[config.mk]
export PLATFORM = sky130hd
export DESIGN_NAME = sync_fifo_prog
export DESIGN_NICKNAME = d
export VERILOG_FILES = /design/src/rtl/fifo_pkg.sv /design/src/rtl/fifo_ram.sv /design/src/rtl/sync_fifo_prog.sv
export SDC_FILE = /design/constraint.sdc
export NUM_CORES = 1
export LEC_CHECK = 0
export CAP_MARGIN = 20
export CORE_MARGIN = 2
export CORE_UTILIZATION = 25
export CTS_CLUSTER_SIZE = 10
export DETAILED_ROUTE_END_ITERATION = 8
export PLACE_DENSITY = 0.47
export SLEW_MARGIN = 20
export SYNTH_ARGS = -nofsm -noshare
export SYNTH_HDL_FRONTEND = slang
export SYNTH_HIERARCHICAL = 1
export SYNTH_SLANG_ARGS = --single-unit
[constraint.sdc]
create_clock -name clk -period 2.53 [get_ports clk]
set_input_delay 0.759 -clock clk [delete_from_list [all_inputs] [get_ports clk]]
set_output_delay 0.759 -clock clk [all_outputs]
set_load 0.05 [all_outputs]
[src/rtl/fifo_pkg.sv]
// Shared types and sizing helpers for the programmable synchronous FIFO.
package fifo_pkg;

   localparam int STATUS_CNT_W = 16;

   function automatic int count_width(input int depth);
      return $clog2(depth + 1);
   endfunction

   typedef struct packed {
      logic                    full;
      logic                    empty;
      logic                    almostfull;
      logic                    almostempty;
      logic [STATUS_CNT_W-1:0] count;
   } fifo_status_t;

endpackage

[src/rtl/fifo_ram.sv]
// Simple dual-port storage: synchronous write, synchronous registered read.
module fifo_ram
   import fifo_pkg::*;
#(
   parameter int WIDTH = 16,
   parameter int DEPTH = 8,
   parameter int AW    = 3
) (
   input  logic             clk,
   input  logic             rst,
   input  logic             we,
   input  logic [AW-1:0]    waddr,
   input  logic [WIDTH-1:0] wdata,
   input  logic             re,
   input  logic [AW-1:0]    raddr,
   output logic [WIDTH-1:0] rdata
);

   logic [WIDTH-1:0] mem_r [DEPTH];
   logic [WIDTH-1:0] rdata_r;

   // storage write port
   always_ff @(posedge clk) begin
      if (we) begin
         mem_r[waddr] <= wdata;
      end
   end

   // registered read port; returns pre-write contents on an address collision
   always_ff @(posedge clk) begin
      if (rst) begin
         rdata_r <= {WIDTH{1'b0}};
      end else if (re) begin
         rdata_r <= mem_r[raddr];
      end
   end

   assign rdata = rdata_r;

endmodule

[src/rtl/sync_fifo_prog.sv]
// Synchronous FIFO with programmable almost-flags, occupancy count,
// optional first-word-fall-through read and sticky error status.
module sync_fifo_prog
   import fifo_pkg::*;
#(
   parameter int FIFO_WIDTH = 16,
   parameter int FIFO_DEPTH = 8,
   parameter int FWFT       = 0,
   parameter int AF_LEVEL   = FIFO_DEPTH - 1,
   parameter int AE_LEVEL   = 1,
   localparam int CW        = count_width(FIFO_DEPTH),
   localparam int PW        = (FIFO_DEPTH > 1) ? $clog2(FIFO_DEPTH) : 1
) (
   input  logic                  clk,
   input  logic                  rst,
   input  logic [FIFO_WIDTH-1:0] data_in,
   input  logic                  wr_en,
   input  logic                  rd_en,
   input  logic                  clr_err,
   output logic [FIFO_WIDTH-1:0] data_out,
   output logic                  valid,
   output logic                  wr_ack,
   output logic                  overflow,
   output logic                  underflow,
   output logic                  full,
   output logic                  empty,
   output logic                  almostfull,
   output logic                  almostempty,
   output logic [CW-1:0]         count,
   output logic                  sticky_err
);

   if (FIFO_DEPTH < 2) begin : g_bad_depth
      $error("sync_fifo_prog: FIFO_DEPTH must be >= 2");
   end
   if ((AF_LEVEL < 1) || (AF_LEVEL > FIFO_DEPTH - 1)) begin : g_bad_af
      $error("sync_fifo_prog: AF_LEVEL must be in 1..FIFO_DEPTH-1");
   end
   if ((AE_LEVEL < 1) || (AE_LEVEL > FIFO_DEPTH - 1)) begin : g_bad_ae
      $error("sync_fifo_prog: AE_LEVEL must be in 1..FIFO_DEPTH-1");
   end
   if (CW > STATUS_CNT_W) begin : g_bad_cw
      $error("sync_fifo_prog: FIFO_DEPTH too large for status count field");
   end

   logic [PW-1:0]         wr_ptr_r;
   logic [PW-1:0]         rd_ptr_r;
   logic [PW-1:0]         rd_ptr_nxt_s;
   logic [CW-1:0]         count_r;
   logic                  full_s;
   logic                  empty_s;
   fifo_status_t          status_s;
   logic                  rd_accept_s;
   logic                  wr_accept_s;
   logic                  wr_ack_r;
   logic                  overflow_r;
   logic                  underflow_r;
   logic                  sticky_r;
   logic                  valid_r;
   logic                  byp_r;
   logic [FIFO_WIDTH-1:0] byp_data_r;
   logic [FIFO_WIDTH-1:0] ram_q_s;
   logic                  ram_re_s;
   logic [PW-1:0]         ram_raddr_s;

   // Depth need not be a power of two, so wrap is an explicit compare.
   function automatic logic [PW-1:0] ptr_inc(input logic [PW-1:0] p);
      if (p == PW'(FIFO_DEPTH - 1)) begin
         return {PW{1'b0}};
      end else begin
         return p + PW'(1);
      end
   endfunction

   // status flags decoded from occupancy
   always_comb begin
      full_s                = (count_r == CW'(FIFO_DEPTH));
      empty_s               = (count_r == {CW{1'b0}});
      status_s              = '0;
      status_s.full         = full_s;
      status_s.empty        = empty_s;
      status_s.almostfull   = (count_r >= CW'(AF_LEVEL)) && !full_s;
      status_s.almostempty  = (count_r <= CW'(AE_LEVEL)) && !empty_s;
      status_s.count        = STATUS_CNT_W'(count_r);
   end

   // handshake acceptance and storage addressing
   always_comb begin
      rd_accept_s = rd_en && !empty_s;
      wr_accept_s = wr_en && (!full_s || rd_accept_s);
      if (rd_accept_s) begin
         rd_ptr_nxt_s = ptr_inc(rd_ptr_r);
      end else begin
         rd_ptr_nxt_s = rd_ptr_r;
      end
      // FWFT keeps the RAM output tracking the head the pointer will point at
      if (FWFT != 0) begin
         ram_re_s    = 1'b1;
         ram_raddr_s = rd_ptr_nxt_s;
      end else begin
         ram_re_s    = rd_accept_s;
         ram_raddr_s = rd_ptr_r;
      end
   end

   // pointers, occupancy, handshake status and FWFT write bypass
   always_ff @(posedge clk) begin
      if (rst) begin
         wr_ptr_r    <= {PW{1'b0}};
         rd_ptr_r    <= {PW{1'b0}};
         count_r     <= {CW{1'b0}};
         wr_ack_r    <= 1'b0;
         overflow_r  <= 1'b0;
         underflow_r <= 1'b0;
         sticky_r    <= 1'b0;
         valid_r     <= 1'b0;
         byp_r       <= 1'b0;
         byp_data_r  <= {FIFO_WIDTH{1'b0}};
      end else begin
         if (wr_accept_s) begin
            wr_ptr_r <= ptr_inc(wr_ptr_r);
         end
         rd_ptr_r <= rd_ptr_nxt_s;
         case ({wr_accept_s, rd_accept_s})
            2'b10:   count_r <= count_r + CW'(1);
            2'b01:   count_r <= count_r - CW'(1);
            default: count_r <= count_r;
         endcase
         wr_ack_r    <= wr_accept_s;
         overflow_r  <= wr_en && !wr_accept_s;
         underflow_r <= rd_en && empty_s;
         if ((wr_en && !wr_accept_s) || (rd_en && empty_s)) begin
            sticky_r <= 1'b1;
         end else if (clr_err) begin
            sticky_r <= 1'b0;
         end
         valid_r    <= rd_accept_s;
         // a write landing on the next head slot is not yet visible at the RAM output
         byp_r      <= wr_accept_s && (wr_ptr_r == rd_ptr_nxt_s);
         byp_data_r <= data_in;
      end
   end

   fifo_ram #(
      .WIDTH (FIFO_WIDTH),
      .DEPTH (FIFO_DEPTH),
      .AW    (PW)
   ) u_ram (
      .clk   (clk),
      .rst   (rst),
      .we    (wr_accept_s),
      .waddr (wr_ptr_r),
      .wdata (data_in),
      .re    (ram_re_s),
      .raddr (ram_raddr_s),
      .rdata (ram_q_s)
   );

   // read data / valid selection per read mode
   always_comb begin
      if (FWFT != 0) begin
         valid = !empty_s;
         if (byp_r) begin
            data_out = byp_data_r;
         end else begin
            data_out = ram_q_s;
         end
      end else begin
         valid    = valid_r;
         data_out = ram_q_s;
      end
   end

   assign full        = status_s.full;
   assign empty       = status_s.empty;
   assign almostfull  = status_s.almostfull;
   assign almostempty = status_s.almostempty;
   assign count       = (status_s.count > STATUS_CNT_W'(FIFO_DEPTH)) ? CW'(FIFO_DEPTH)
                                                                     : status_s.count[CW-1:0];
   assign wr_ack      = wr_ack_r;
   assign overflow    = overflow_r;
   assign underflow   = underflow_r;
   assign sticky_err  = sticky_r;

endmodule

* After elaboration in Yosys (flattened, before gate mapping)
Memory sizes are Yosys's and may differ from the RTL's. A register that Yosys moved wholly into a read port is not among the register bits.
Cells that the tools add are included.
** Operators by class
- Add/sub/neg operators :: 4
- $lt $le $gt $ge :: 3
- Eq/ne operators :: 5
- Muxes and demuxes :: 8
- Reduce and logical (&&, ||, !) cells :: 14
** Operators with widths (number)
- one-hot mux 4 bit (2 select lines) :: 1
- adder 3 x 1 -> 3 bit (second input constant) :: 2
- equality test 3 bit (second input constant) :: 2
- logical AND 1 bit :: 6
- 2-to-1 mux 3 bit :: 2
- adder 4 x 1 -> 4 bit (second input constant) :: 1
- equality test 4 bit (second input constant) :: 1
- >= comparator 4 x 3 -> 1 bit (second input constant) :: 1
- > comparator 4 bit (second input constant) :: 1
- less-or-equal comparator 4 x 1 -> 1 bit (second input constant) :: 1
- zero test 4 bit :: 1
- 2-to-1 mux 1 bit :: 4
- 2-to-1 mux 4 bit :: 1
- nonzero test 2 bit :: 2
- subtractor 4 x 1 -> 4 bit (second input constant) :: 1
- zero test 1 bit :: 3
- equality test 2 x 1 -> 1 bit (second input constant) :: 1
- equality test 2 bit (second input constant) :: 1
- logical OR 1 bit :: 2
** Word-level totals
- Register bits :: 15
- RAM bits :: 128
- Logic and storage cells :: 43
- Memories kept :: 1
** Memory list
- u_ram.mem_r :: depth 8, bits a word 16, read ports 1, clocked after Yosys merged registers in 1, wr ports 1, RTL line fifo_ram.sv:19 : logic [WIDTH-1:0] mem_r [DEPTH];

* Logic depth before layout (Yosys ltp)
Gate-level depths: netlist of run 1.
- Depth after elaboration :: 9
- Depth in mapped cells :: 8

* Hierarchy
Netlist of run 1, hierarchy kept.
** Modules (own cells, without submodules)
- fifo_ram :: times used 1, cells each 307, area each 5570.3 sq um, seq. area each 4164.0 sq um
- sync_fifo_prog :: times used 1, cells each 89, area each 808.3 sq um, seq. area each 300.3 sq um

* Worst setup path before layout of run 1
Ideal clock, no wire load.
- Path type :: reg-to-output
- Start point :: reg count_r[0]
- End point :: out almostempty
- Data arrival time :: 2354 ps
- Data required time :: 1771 ps
- Path slack :: -583 ps
- Stages on the path, launching flop included :: 4
- Cell sequence :: dfxtp_1 inv_1 ha_1 nor4b_1
** Between the ends
- Word-level cells in the longest chain between the ends :: 3
- Elaborated cells between the ends (all ways) :: 4
- Those cells by class :: order compare: 1; reduce/logical: 3
** RTL lines
- start, declared :: RTL line sync_fifo_prog.sv:49 : logic [CW-1:0] count_r;
- start signal, assigned :: RTL line sync_fifo_prog.sv:111 : count_r <= {CW{1'b0}};
- start signal, assigned :: RTL line sync_fifo_prog.sv:125 : 2'b10: count_r <= count_r + CW'(1);
- start signal, assigned :: RTL line sync_fifo_prog.sv:126 : 2'b01: count_r <= count_r - CW'(1);
- branches (longest 2 deep; another with less-or-equal comparator 4 x 1 -> 1 bit)
- logical AND 1 bit * :: RTL line sync_fifo_prog.sv:83 : status_s.almostempty = (count_r <= CW'(AE_LEVEL)) && !empty_s;
- end, declared :: RTL line sync_fifo_prog.sv:28 : output logic almostempty,
Every way passes the cells marked *.

* Worst setup path in the final report of run 1
- Start point :: reg count_r[0]
- End point :: out count[1]
** Between the ends
- Word-level cells in the longest chain between the ends :: 2
** RTL lines
- > comparator 4 bit :: RTL line sync_fifo_prog.sv:178 : assign count = (status_s.count > STATUS_CNT_W'(FIFO_DEPTH)) ? CW'(FIFO_DEPTH)
- 2-to-1 mux 4 bit :: RTL line sync_fifo_prog.sv:178
- end, declared :: RTL line sync_fifo_prog.sv:29 : output logic [CW-1:0] count,
No other way between the ends.

==> results of run 1 <==
[routing by layer]
layer  routed length (um)  vias to the layer above  share of wire, %  track usage (%)
met1                 6610                     1826                47             14.1
met2                 6780                       50                48             17.8
met4                  182                        0               1.3             3.63
met5                    0                        -                 0                0
li1                     -                     1707                 -                -
met3                  447                       11               3.2             2.80
[critical path, cell delays in order, from the launching register on]
cell      delay [ns]
dfxtp_1         0.31
inv_1           0.12
ha_4            0.17
buf_4           0.13
nand2b_2        0.11
a21oi_2         0.20
buf_12          0.16
[registers in the layout, indices dropped and copies added (netlist names)]
register and flops:
count_r 4, overflow 1, ram_raddr_s 3, sticky_err 1
u_ram/mem_r 128, u_ram/rdata 16, underflow 1, valid 1
wr_ack 1, wr_ptr_r 3
[final timing paths]
| check | from | endpoint | slack [ns] | cells after the start |
|---|---|---|---|---|
| worst max register to register | count_r[0] | count_r[3] | 0.28 | 8 |
| worst max-delay path | count_r[0] | count[1] | 0.14 | 6 |
| worst min-delay path | sticky_err | sticky_err | 0.48 | 2 |
| worst min register to register | sticky_err | sticky_err | 0.48 | 2 |
[area by class of cell]
| class | count | share of cell area (%) |
|---|---|---|
| clock buffer | 19 | 5.46 |
| clock inverter | 12 | 1.77 |
| inverter | 7 | 0.324 |
| multi-input combinational | 207 | 21.6 |
| sequential | 159 | 55.1 |
| tap | 330 | 5.09 |
| timing repair buffer | 85 | 10.7 |
[cell families (layout without fill, tap and decap cells)]
family,Yosys count,count (layout),share of synthesized area (%)
adders and majority gates,8,8,1.57
xor gates and xnor gates,2,2,0.275
muxes,66,66,11.0
DFF,159,159,70.0
buffers and inverters,30,123,3.45
AOI/OAI and AO/OA,71,71,8.53
and+or+nand+nor,60,60,5.18
[stage by stage]
step | hold WS (ns) | cells | TNS (ns)
3_5_place_dp | 0.468 | 787 | -0.407
5_1_grt | 0.505 | 819 | 0
6_report | 0.479 | 819 | 0
2_1_floorplan | 0.479 | 396 | 0
4_1_cts | 0.484 | 819 | 0
3_3_place_gp | 0.455 | 787 | -0.288
[cells in the final DEF, fill, tap and decap left out, drive strengths merged, types with 4 or more instances in the layout]
cell | synthesis | final
clkinvlp | 0 | 4
mux2 | 33 | 33
ha | 8 | 8
nand2b | 7 | 7
clkbuf | 12 | 19
mux2i | 33 | 33
a211oi | 17 | 17
nor3 | 4 | 4
edfxtp | 128 | 128
a21oi | 11 | 11
nor2 | 29 | 29
o22ai | 13 | 13
o21ai | 10 | 10
buf | 11 | 44
inv | 7 | 7
clkinv | 0 | 5
nand3b | 4 | 4
dfxtp | 31 | 31
a221o | 13 | 13
clkdlybuf4s50 | 0 | 41
[where the power goes]
part	internal, uW	leakage [uW]	switching [uW]
Clock	1560	0.000278	987
Combinational	1030	0.000990	1350
Sequential	3020	0.00142	164
[timing repair]
action                                  4_1_cts  5_1_grt
gates resized for setup                       6        2
endpoints found under the setup margin        4        3
setup buffers                                 1        0
hold endpoints to repair                      0        0
gates cloned                                  0        0
pin swaps                                     2        0
==> results by group, run 1 <==
Synthesis
  • Most common cell in the netlist: edfxtp_1
  • Area of the mapped netlist: between 6000 and 7000 sq um
  • Area contributors post-synth: edfxtp_1, dfxtp_1, mux2_2
  • Cell accounting for the most synthesized area: edfxtp_1
  • Most instantiated cells after synthesis: edfxtp_1, mux2i_1, mux2_2
  • Synth warn: 6
  • Synth Register Bits: roughly 160
  • Synth unique cells: 39
  • Cells after synthesis: 396
  • Mapped Nets: 425
  • EDFF count, synth: between 100 and 150
  • Sequential share of the synthesized area: a little over two thirds
  • Syn Area/Cell: 16.1 sq um
  • Ys flop type: edfxtp_1
  • Synth top area share: 60.3%
  • Fraction of registers with async set or reset after synthesis: 0%

Timing
  • RSZ-0062 raised after global routing: no
  • Slew Limit Fails: 0
  • Final min period: roughly 2.4 ns
  • Worst Max-Slew Pin Slew: ~0.84 ns
  • Final Cycle Share: a little over nine tenths
  • Max-Slew Margin vs Limit: roughly 44%
  • Final Setup Violations: 0
  • Clk_skew: 0.0129 ns
  • Highest Clock Rate: ~0.42 GHz
  • Fin worst setup slack: roughly 0.14 ns
  • Final Hold Fails: 0

Floorplan
  • Starting Density: between 20% and 30%
  • Die area: between 20000 and 30000 sq um
  • Number of I/O pins: 50
  • Die Y: between 150 and 200 um
  • Cell row count: between 50 and 60
  • Die X: 164 um
  • Core area: 25100 sq um

Clock network
  • Clock slew at reported path FFs: roughly 0.070 ns
  • Clock sink count: around 160
  • Clock root buffer: clkbuf_16
  • CTS H-tree lvls: 4
  • CTS tree: yes
  • CTS Buffer Depth: 2
  • Hold-fix buffers at CTS: 0
  • Later-pin clock latency in the skew report: between 0.4 and 0.5 ns
  • Num CTS Buffers: 17

Global route
  • First-pass GRT wire length: around 21000 um
  • Overflow after GRT: 0
  • GRT Overall Usage: about 11%
  • Largest net degree at the start of global routing: 33
  • Vias in the first global route: 3686
  • Initial antenna violation count: 0

Critical path
  • Max FO, Critical Path: 5
  • Crit end category: output pin
  • CP startpoint kind: flip-flop
  • Kind of critical path: reg2out
  • WP data required: around 1.8 ns
  • Critical Path AT: between 1.5 and 2 ns

Finish
  • FILL cells: between 2000 and 3000
  • # nets final: approximately 510
  • Finished Cell Area: between 8000 and 9000 sq um
  • Synth-to-Final Area Change: 27.2%
  • Seq. cell area: roughly 4500 sq um
  • Share of the core filled with cells: roughly 32%
  • Area of the multi-input gates: approximately 1800 sq um
  • Antenna diodes: 0
  • Share of layout cells above drive strength 1: 26.0%

Status
  • Status: complete, no violations

Drt
  • Iteration-0 DRC Markers: approximately 210
  • Vias per cell: roughly 4.4
  • WL/cell: roughly 17 um
  • DRC violations left: 0
  • Routed WL: between 10000 and 15000 um
  • Via Count: roughly 3600
  • First-pass iteration count of the detailed router: 4
  • Routed Antenna Nets: 0

Power and ir drop
  • IR drop worst, VDD: roughly 0.00042 V
  • Power Dens Cells: ~1000 nW/um^2
  • Leak pwr: approximately 0.0027 uW
  • Tot Pwr: 8120 uW

Place
  • Routability cong.: approximately 0.73
  • PortBufs: 49
  • Pre-CTS setup slack: -0.198 ns
  • Cell area after placement: around 7500 sq um
  • Final HPWL DP: 8920 um

Job
  • MaxCap Viol Count: 0

Min path
  • Worst hold path class: reg2reg
(Power assumes the default switching activity.)
==> run 2, diff against run 1 <==
--- a/config.mk
+++ b/config.mk
@@ -10,7 +10,7 @@
 export CORE_UTILIZATION = 25
 export CTS_CLUSTER_SIZE = 10
 export DETAILED_ROUTE_END_ITERATION = 8
-export PLACE_DENSITY = 0.47
+export PLACE_DENSITY = 0.54
 export SLEW_MARGIN = 20
 export SYNTH_ARGS = -nofsm -noshare
 export SYNTH_HDL_FRONTEND = slang
==> results by group, run 2 (same netlist as run 1, synthesis figures left out) <==
Status
  • Status: complete, no violations

Critical path
  • CP startpoint kind: input pin
  • Worst R2R Start: count_r[1]
  • R2R setup slack: 0.22 ns (-0.06 ns)
  • CP max stage cell: clkdlybuf4s50_1
  • WP data required: 2.84 ns (+1.07 ns)
  • Max FO, Critical Path: 5 (unchanged)
  • Kind of critical path: in2reg
  • CP peak stage delay: 0.48 ns (+0.17 ns)
  • R2r worst-path depth: 8 (unchanged)
  • Critical Path AT: 2.70 ns (+1.07 ns)
  • Reg-to-Reg End: count_r[3]
  • Crit end category: flip-flop
  • CP Cell Sequence: clkdlybuf4s50_1 -> o21ai_0 -> ha_1 -> or4b_4 -> a21oi_2 -> mux2_1

Timing
  • Fin worst setup slack: 0.145 ns (+0.00835 ns)
  • Highest Clock Rate: 0.419 GHz (+0.35%)
  • Clk_skew: 0.0106 ns (-0.00231 ns)
  • Max-Slew Margin vs Limit: 52.6% (+8.8 points)
  • RSZ-0062 raised after global routing: no
  • Hold WS: 0.477 ns (-0.00113 ns)
  • Final Hold Fails: 0 (unchanged)
  • Final Setup Violations: 0 (unchanged)
  • Slew Limit Fails: 0 (unchanged)
  • Final min period: 2.38 ns (-0.00835 ns)
  • Final Cycle Share: 94.3% (-0.33 points)
  • Setup TNS: 0 ns (unchanged)
  • Worst Max-Slew Pin Slew: 0.710 ns (-0.133 ns)

Place
  • PortBufs: 49 (unchanged)
  • Pre-CTS setup slack: -0.283 ns (-0.0842 ns)
  • Routability cong.: 0.732 (+0.95%)
  • Final HPWL DP: 8330 um (-6.6%)

Floorplan
  • Die area: 26800 sq um (unchanged)
  • Starting Density: 25.4% (unchanged)
  • Number of I/O pins: 50 (unchanged)
  • Core area: 25100 sq um (unchanged)
  • Die X: 164 um (unchanged)
  • Cell row count: 58 (unchanged)
  • Die Y: 164 um (unchanged)

Global route
  • Overflow after GRT: 0 (unchanged)
  • GRT Overall Usage: 10.4% (-0.48 points)
  • First-pass GRT wire length: 20700 um (-3.3%)
  • Vias in the first global route: 3774 (+2.4%)
  • Initial antenna violation count: 0 (unchanged)
  • Largest net degree at the start of global routing: 40 (+21%)

Power and ir drop
  • Power Dens Cells: 1020 nW/um^2 (+2.1%)
  • IR drop worst, VDD: 0.000431 V (+2.0%)
  • Leak pwr: 0.00268 uW (about the same)

Drt
  • DRC violations left: 0 (unchanged)
  • Vias per cell: 4.42 (+0.82%)
  • WL/cell: 16.3 um (-4.9%)
  • First-pass iteration count of the detailed router: 4 (unchanged)
  • Routed Antenna Nets: 0 (unchanged)
  • Routed WL: 13200 um (-5.8%)
  • Via Count: 3588 (-0.17%)
  • Iteration-0 DRC Markers: 239 (+13%)

Finish
  • FILL cells: 2499 (-0.32%)
  • Antenna diodes: 0 (unchanged)
  • Synth-to-Final Area Change: 27.8%
  • Most frequent cells in the layout: edfxtp_1, clkdlybuf4s50_1, mux2i_1, mux2_2, dfxtp_1
  • Largest register FFs: 128 (unchanged)
  • Area of the multi-input gates: 1740 sq um (-0.93%)
  • Reg with most FFs: u_ram/mem_r
  • Seq. cell area: 4470 sq um (about the same)
  • Commonest non-fill, non-tap cell in the layout: edfxtp_1
  • # nets final: 497 (-1.8%)
  • Share of layout cells above drive strength 1: 24.5% (-1.4 points)

Min path
  • Hold worst-path end: sticky_err
  • Hold Path Cell Cnt: 2 (unchanged)
  • Worst hold path class: reg2reg
  • Origin of the worst min-delay path: sticky_err

Clock network
  • Post-CTS Setup Bufs: 0 (-1)
  • CTS H-tree lvls: 4 (unchanged)
  • Clock slew at reported path FFs: 0.07 ns (about the same)
  • Num CTS Buffers: 17 (unchanged)
  • CTS tree: yes
  • Clock root buffer: clkbuf_16
  • Later-pin clock latency in the skew report: 0.42 ns (about the same)
  • Clock sink count: 159 (unchanged)
  • CTS Buffer Depth: 2 (unchanged)

Job
  • MaxCap Viol Count: 0 (unchanged)
run 2: cell types whose count changed in the layout (fill, tap and decap cells not counted), moves of 2 or more:
cell,change
buf_4,-13
buf_12,+4
clkinv_2,-4
clkinv_4,+3
inv_6,+3
bufinv_16,+2
clkinvlp_4,-2
run 2: power by group:
group / internal [uW] / switching, uW / total, uW
clock network: 1770 / 1050 / 2820
registers: 3020 / 136 / 3160
logic: 998 / 1350 / 2350
run 2: critical path, delay by kind of cell:
family / cells / cell delay, ns
mux: 1 / 0.32
buf+inv: 1 / 0.48
simple gates: 1 / 0.47
compound gates: 2 / 0.44
fa+ha+maj: 1 / 0.23
run 2: metal layers:
| layer | vias to the layer above | track usage [%] | routed length [um] |
|---|---|---|---|
| met5 | - | 0 | 0 |
| met4 | 0 | 4.23 | 170 |
| met3 | 14 | 3.11 | 547 |
| met2 | 71 | 17.5 | 6530 |
| met1 | 1805 | 12.4 | 5950 |
| li1 | 1698 | - | - |
run 2: timing repair:
action,4_1_cts,5_1_grt
setup endpoints to repair,4,5
resized for setup,1,4
hold buffers,0,0
run 2: how the worst max path moves through the flow:
stage          startpoint          to  slack, ns  depth (start not counted)
3_3_place_gp        rd_en  count_r[3]      -0.21                          6
6_report            rd_en  count_r[3]       0.15                          6
3_5_place_dp        rd_en  count_r[3]      -0.28                          6
5_1_grt        count_r[1]    count[0]       0.03                          5
2_1_floorplan  count_r[0]  count_r[3]       0.05                          8
4_1_cts        count_r[1]    count[0]      -0.05                          5
run 2: layout make-up:
cell class	instances	share of cell area, %
inverters	7	0.322
clock inverters	15	2.86
repair buffers	76	10.4
well taps	330	5.07
clock buffers	17	5.22
multi-input cells	207	21.3
flip-flops and latches	159	54.8
run 2: through the flow:
stage / util, % / total power, uW / std cells / cell area (sq um)
after floorplan: - / 4870 / 396 / 6400
after global placement: 29.8 / 5510 / 779 / 7470
after detailed placement: 29.8 / 5540 / 779 / 7470
after CTS: 32.4 / 8380 / 811 / 8130
after global routing: 32.5 / 8670 / 811 / 8150
final: 32.5 / 8320 / 811 / 8150
==> run 3, diff against run 2 <==
--- a/config.mk
+++ b/config.mk
@@ -6,7 +6,6 @@
 export NUM_CORES = 1
 export LEC_CHECK = 0
 export CAP_MARGIN = 20
-export CORE_MARGIN = 2
 export CORE_UTILIZATION = 25
 export CTS_CLUSTER_SIZE = 10
 export DETAILED_ROUTE_END_ITERATION = 8
@@ -14,5 +13,4 @@
 export SLEW_MARGIN = 20
 export SYNTH_ARGS = -nofsm -noshare
 export SYNTH_HDL_FRONTEND = slang
-export SYNTH_HIERARCHICAL = 1
 export SYNTH_SLANG_ARGS = --single-unit
==> results by group, run 3 <==
Status
  • Status: complete, no violations

Timing
  • Final Hold Fails: 0 (unchanged)
  • Slew Limit Fails: 0 (unchanged)
  • Final Cycle Share: 96.5% (+2.3 points)
  • Final Setup Violations: 0 (unchanged)
  • Worst Max-Slew Pin Slew: 0.616 ns (-0.0937 ns)
  • Max-Slew Margin vs Limit: 58.9% (+6.3 points)
  • RSZ-0062 raised after global routing: no
  • Clk_skew: 0.00849 ns (-0.00209 ns)
  • Highest Clock Rate: 0.409 GHz (-2.4%)
  • Final min period: 2.44 ns (+0.0577 ns)

Drt
  • Via Count: 3498 (-2.5%)
  • WL/cell: 17.7 um (+9.0%)
  • Routed Antenna Nets: 0 (unchanged)
  • Iteration-0 DRC Markers: 227 (-5.0%)
  • Routed WL: 14000 um (+6.3%)
  • Vias per cell: 4.42 (about the same)
  • DRC violations left: 0 (unchanged)
  • First-pass iteration count of the detailed router: 5 (+1)

Critical path
  • WP data required: 1.77 ns (-1.07 ns)
  • Max FO, Critical Path: 7 (+2)
  • Reg-to-Reg End: u_ram.mem_r[7][10]
  • Crit end category: output pin
  • CP startpoint kind: flip-flop
  • Worst R2R Start: count_r[1]
  • Critical Path AT: 1.68 ns (-1.02 ns)
  • Kind of critical path: reg2out
  • R2r worst-path depth: 6 (-2)
  • R2R setup slack: 0.56 ns (+0.34 ns)

Power and ir drop
  • Tot Pwr: 7010 uW (-16%)
  • Switch share: 29.0% (-1.5 points)
  • Clk network pwr share: 33.9% (about the same)
  • Net switching power: 2030 uW (-20%)
  • IR drop worst, VDD: 0.000399 V (-7.2%)
  • Leak pwr: 0.00264 uW (-1.6%)
  • Flop pwr share: 44.1% (+6.2 points)
  • Power Dens Cells: 882 nW/um^2 (-14%)
  • Combinational Power Share: 22.0% (-6.2 points)
  • Int Pwr: 4980 uW (-14%)

Synthesis
  • Synth warn: 0 (-6)
  • Area of the mapped netlist: 6280 sq um (-1.5%)
  • Syn Area/Cell: 16.4 sq um (+1.5%)
  • Most instantiated cells after synthesis: edfxtp_1, mux2i_1, a22oi_1
  • Cell accounting for the most synthesized area: edfxtp_1
  • EDFF count, synth: 128 (unchanged)
  • Most common cell in the netlist: edfxtp_1
  • Synth top area share: 61.2% (+0.95 points)
  • Mapped Nets: 412 (-3.1%)
  • Cells after synthesis: 384 (-3.0%)
  • Synth unique cells: 45 (+15%)
  • Ys flop type: edfxtp_1
  • Area contributors post-synth: edfxtp_1, mux2i_1, dfxtp_1
  • Synth Register Bits: 159 (unchanged)
  • Sequential share of the synthesized area: 71.1% (+1.1 points)
  • Fraction of registers with async set or reset after synthesis: 0% (unchanged)

Place
  • Placed cells: 759 (-2.6%)
  • Routability cong.: 0.781 (+6.7%)
  • PortBufs: 49 (unchanged)
  • Final HPWL DP: 9710 um (+17%)

Min path
  • Worst hold path class: reg2reg
  • Hold Path Cell Cnt: 1 (-1)
  • Origin of the worst min-delay path: u_ram.rdata[10]
  • Hold worst-path end: u_ram.rdata[10]

Clock network
  • CTS Buffer Depth: 2 (unchanged)
  • Post-CTS Setup Bufs: 0 (unchanged)
  • Later-pin clock latency in the skew report: 0.42 ns (about the same)
  • Clock sink count: 159 (unchanged)
  • Clock root buffer: clkbuf_16
  • Clock slew at reported path FFs: 0.06 ns (about the same)
  • CTS tree: yes
  • Num CTS Buffers: 17 (unchanged)
  • CTS H-tree lvls: 4 (unchanged)

Finish
  • Largest register FFs: 128 (unchanged)
  • Reg with most FFs: u_ram.mem_r
  • Commonest non-fill, non-tap cell in the layout: edfxtp_1
  • Share of layout cells above drive strength 1: 18.0% (-6.5 points)
  • Final cell count without fillers: 791 (-2.5%)
  • Seq. cell area: 4470 sq um (about the same)
  • FILL cells: 2375 (-5.0%)
  • # nets final: 482 (-3.0%)
  • Most frequent cells in the layout: edfxtp_1, mux2i_1, clkdlybuf4s50_1, a22oi_1, dfxtp_1
  • Area of the multi-input gates: 1700 sq um (-2.4%)
  • Synth-to-Final Area Change: 26.6%
  • Antenna diodes: 0 (unchanged)

Global route
  • Initial antenna violation count: 0 (unchanged)
  • Overflow after GRT: 0 (unchanged)
  • First-pass GRT wire length: 21700 um (+4.9%)
  • Largest net degree at the start of global routing: 31 (-23%)
  • Vias in the first global route: 3534 (-6.4%)
  • GRT Overall Usage: 11.5% (+1.1 points)

Floorplan
  • Core area: 24500 sq um (-2.6%)
  • Cell row count: 57 (-1.7%)
  • Die area: 25800 sq um (-3.9%)
  • Die X: 160 um (-2.0%)
  • Die Y: 160 um (-2.0%)
  • Number of I/O pins: 50 (unchanged)
  • Starting Density: 25.7% (+0.27 points)

Job
  • MaxCap Viol Count: 0 (unchanged)
-- run 3: changes by cell type after synthesis, sizes merged, moves of 12 or more --
cell | before | now
nor2 | 29 | 13
mux2 | 33 | 2
a22oi | 3 | 32
a221o | 13 | 0
a211oi | 17 | 2
mux2i | 33 | 70
o22ai | 13 | 1
a32o | 0 | 16
-- run 3: per-layer routing --
metal	GRT usage, %	part of all wire [%]	vias up
li1	-	-	1654
met1	15.9	48	1729
met2	17.2	46	101
met3	3.33	5.5	14
met4	3.85	1.2	0
met5	0	0	-
-- run 3: how the worst max path moves through the flow --
stage                    start           endpoint  slack (ns)  depth (start not counted)
floorplan                rd_en  u_ram.mem_r[2][0]       -0.17                          3
global placement         wr_en         count_r[3]        0.17                          6
detailed placement       wr_en         count_r[3]        0.14                          6
CTS                 count_r[0]           count[0]      -0.004                          5
global route        count_r[1]           count[0]        0.01                          5
finish              count_r[1]           count[0]        0.09                          5
-- run 3: power by group through the flow --
stage | combinational (uW) | clock (uW) | sequential (uW)
6_report | 1540 | 2380 | 3090
5_1_grt | 1640 | 2550 | 3110
4_1_cts | 1540 | 2430 | 3100
3_5_place_dp | 1520 | 0 | 3150
3_3_place_gp | 1510 | 0 | 3150
2_1_floorplan | 849 | 0 | 3300
-- run 3: cell type report --
cell class	instances	area share (%)
repair buffers	77	10.2
clock inverters	12	1.43
flip-flops and latches	159	56.2
multi-input cells	194	21.3
inverters	5	0.236
clock buffers	20	5.49
well taps	324	5.10
-- run 3: stage by stage --
step                utilization [%]  setup WS (ns)   TNS, ns  cell area (sq um)  hold WS [ns]
finish                         32.5         0.0875         0               7950         0.466
floorplan                         -         -0.167     -8.02               6300         0.526
global route                   32.5         0.0114         0               7950         0.498
global placement               30.1          0.170         0               7370         0.460
detailed placement             30.1          0.140         0               7370         0.462
CTS                            32.4       -0.00360  -0.00376               7930         0.475
-- run 3: worst max-delay path: stages (launching register included) --
cell      delay [ns]
dfxtp_1         0.35
inv_1           0.16
ha_4            0.21
nand2b_4        0.11
a21oi_1         0.25
buf_12          0.17
-- run 3: kinds of logic after synthesis --
family	Yosys count	share of synthesized area, %
AOI/OAI and AO/OA	65	8.27
muxes	72	11.5
and+or+nand+nor	48	4.46
DFF	159	71.1
adders and majority gates	7	1.39
xor gates and xnor gates	2	0.279
buffers and inverters	31	2.99
-- run 3: repair_timing --
action / in CTS / in global routing
endpoints found under the setup margin: 6 / 7
hold buffers: 0 / 0
resized for setup: 2 / 4
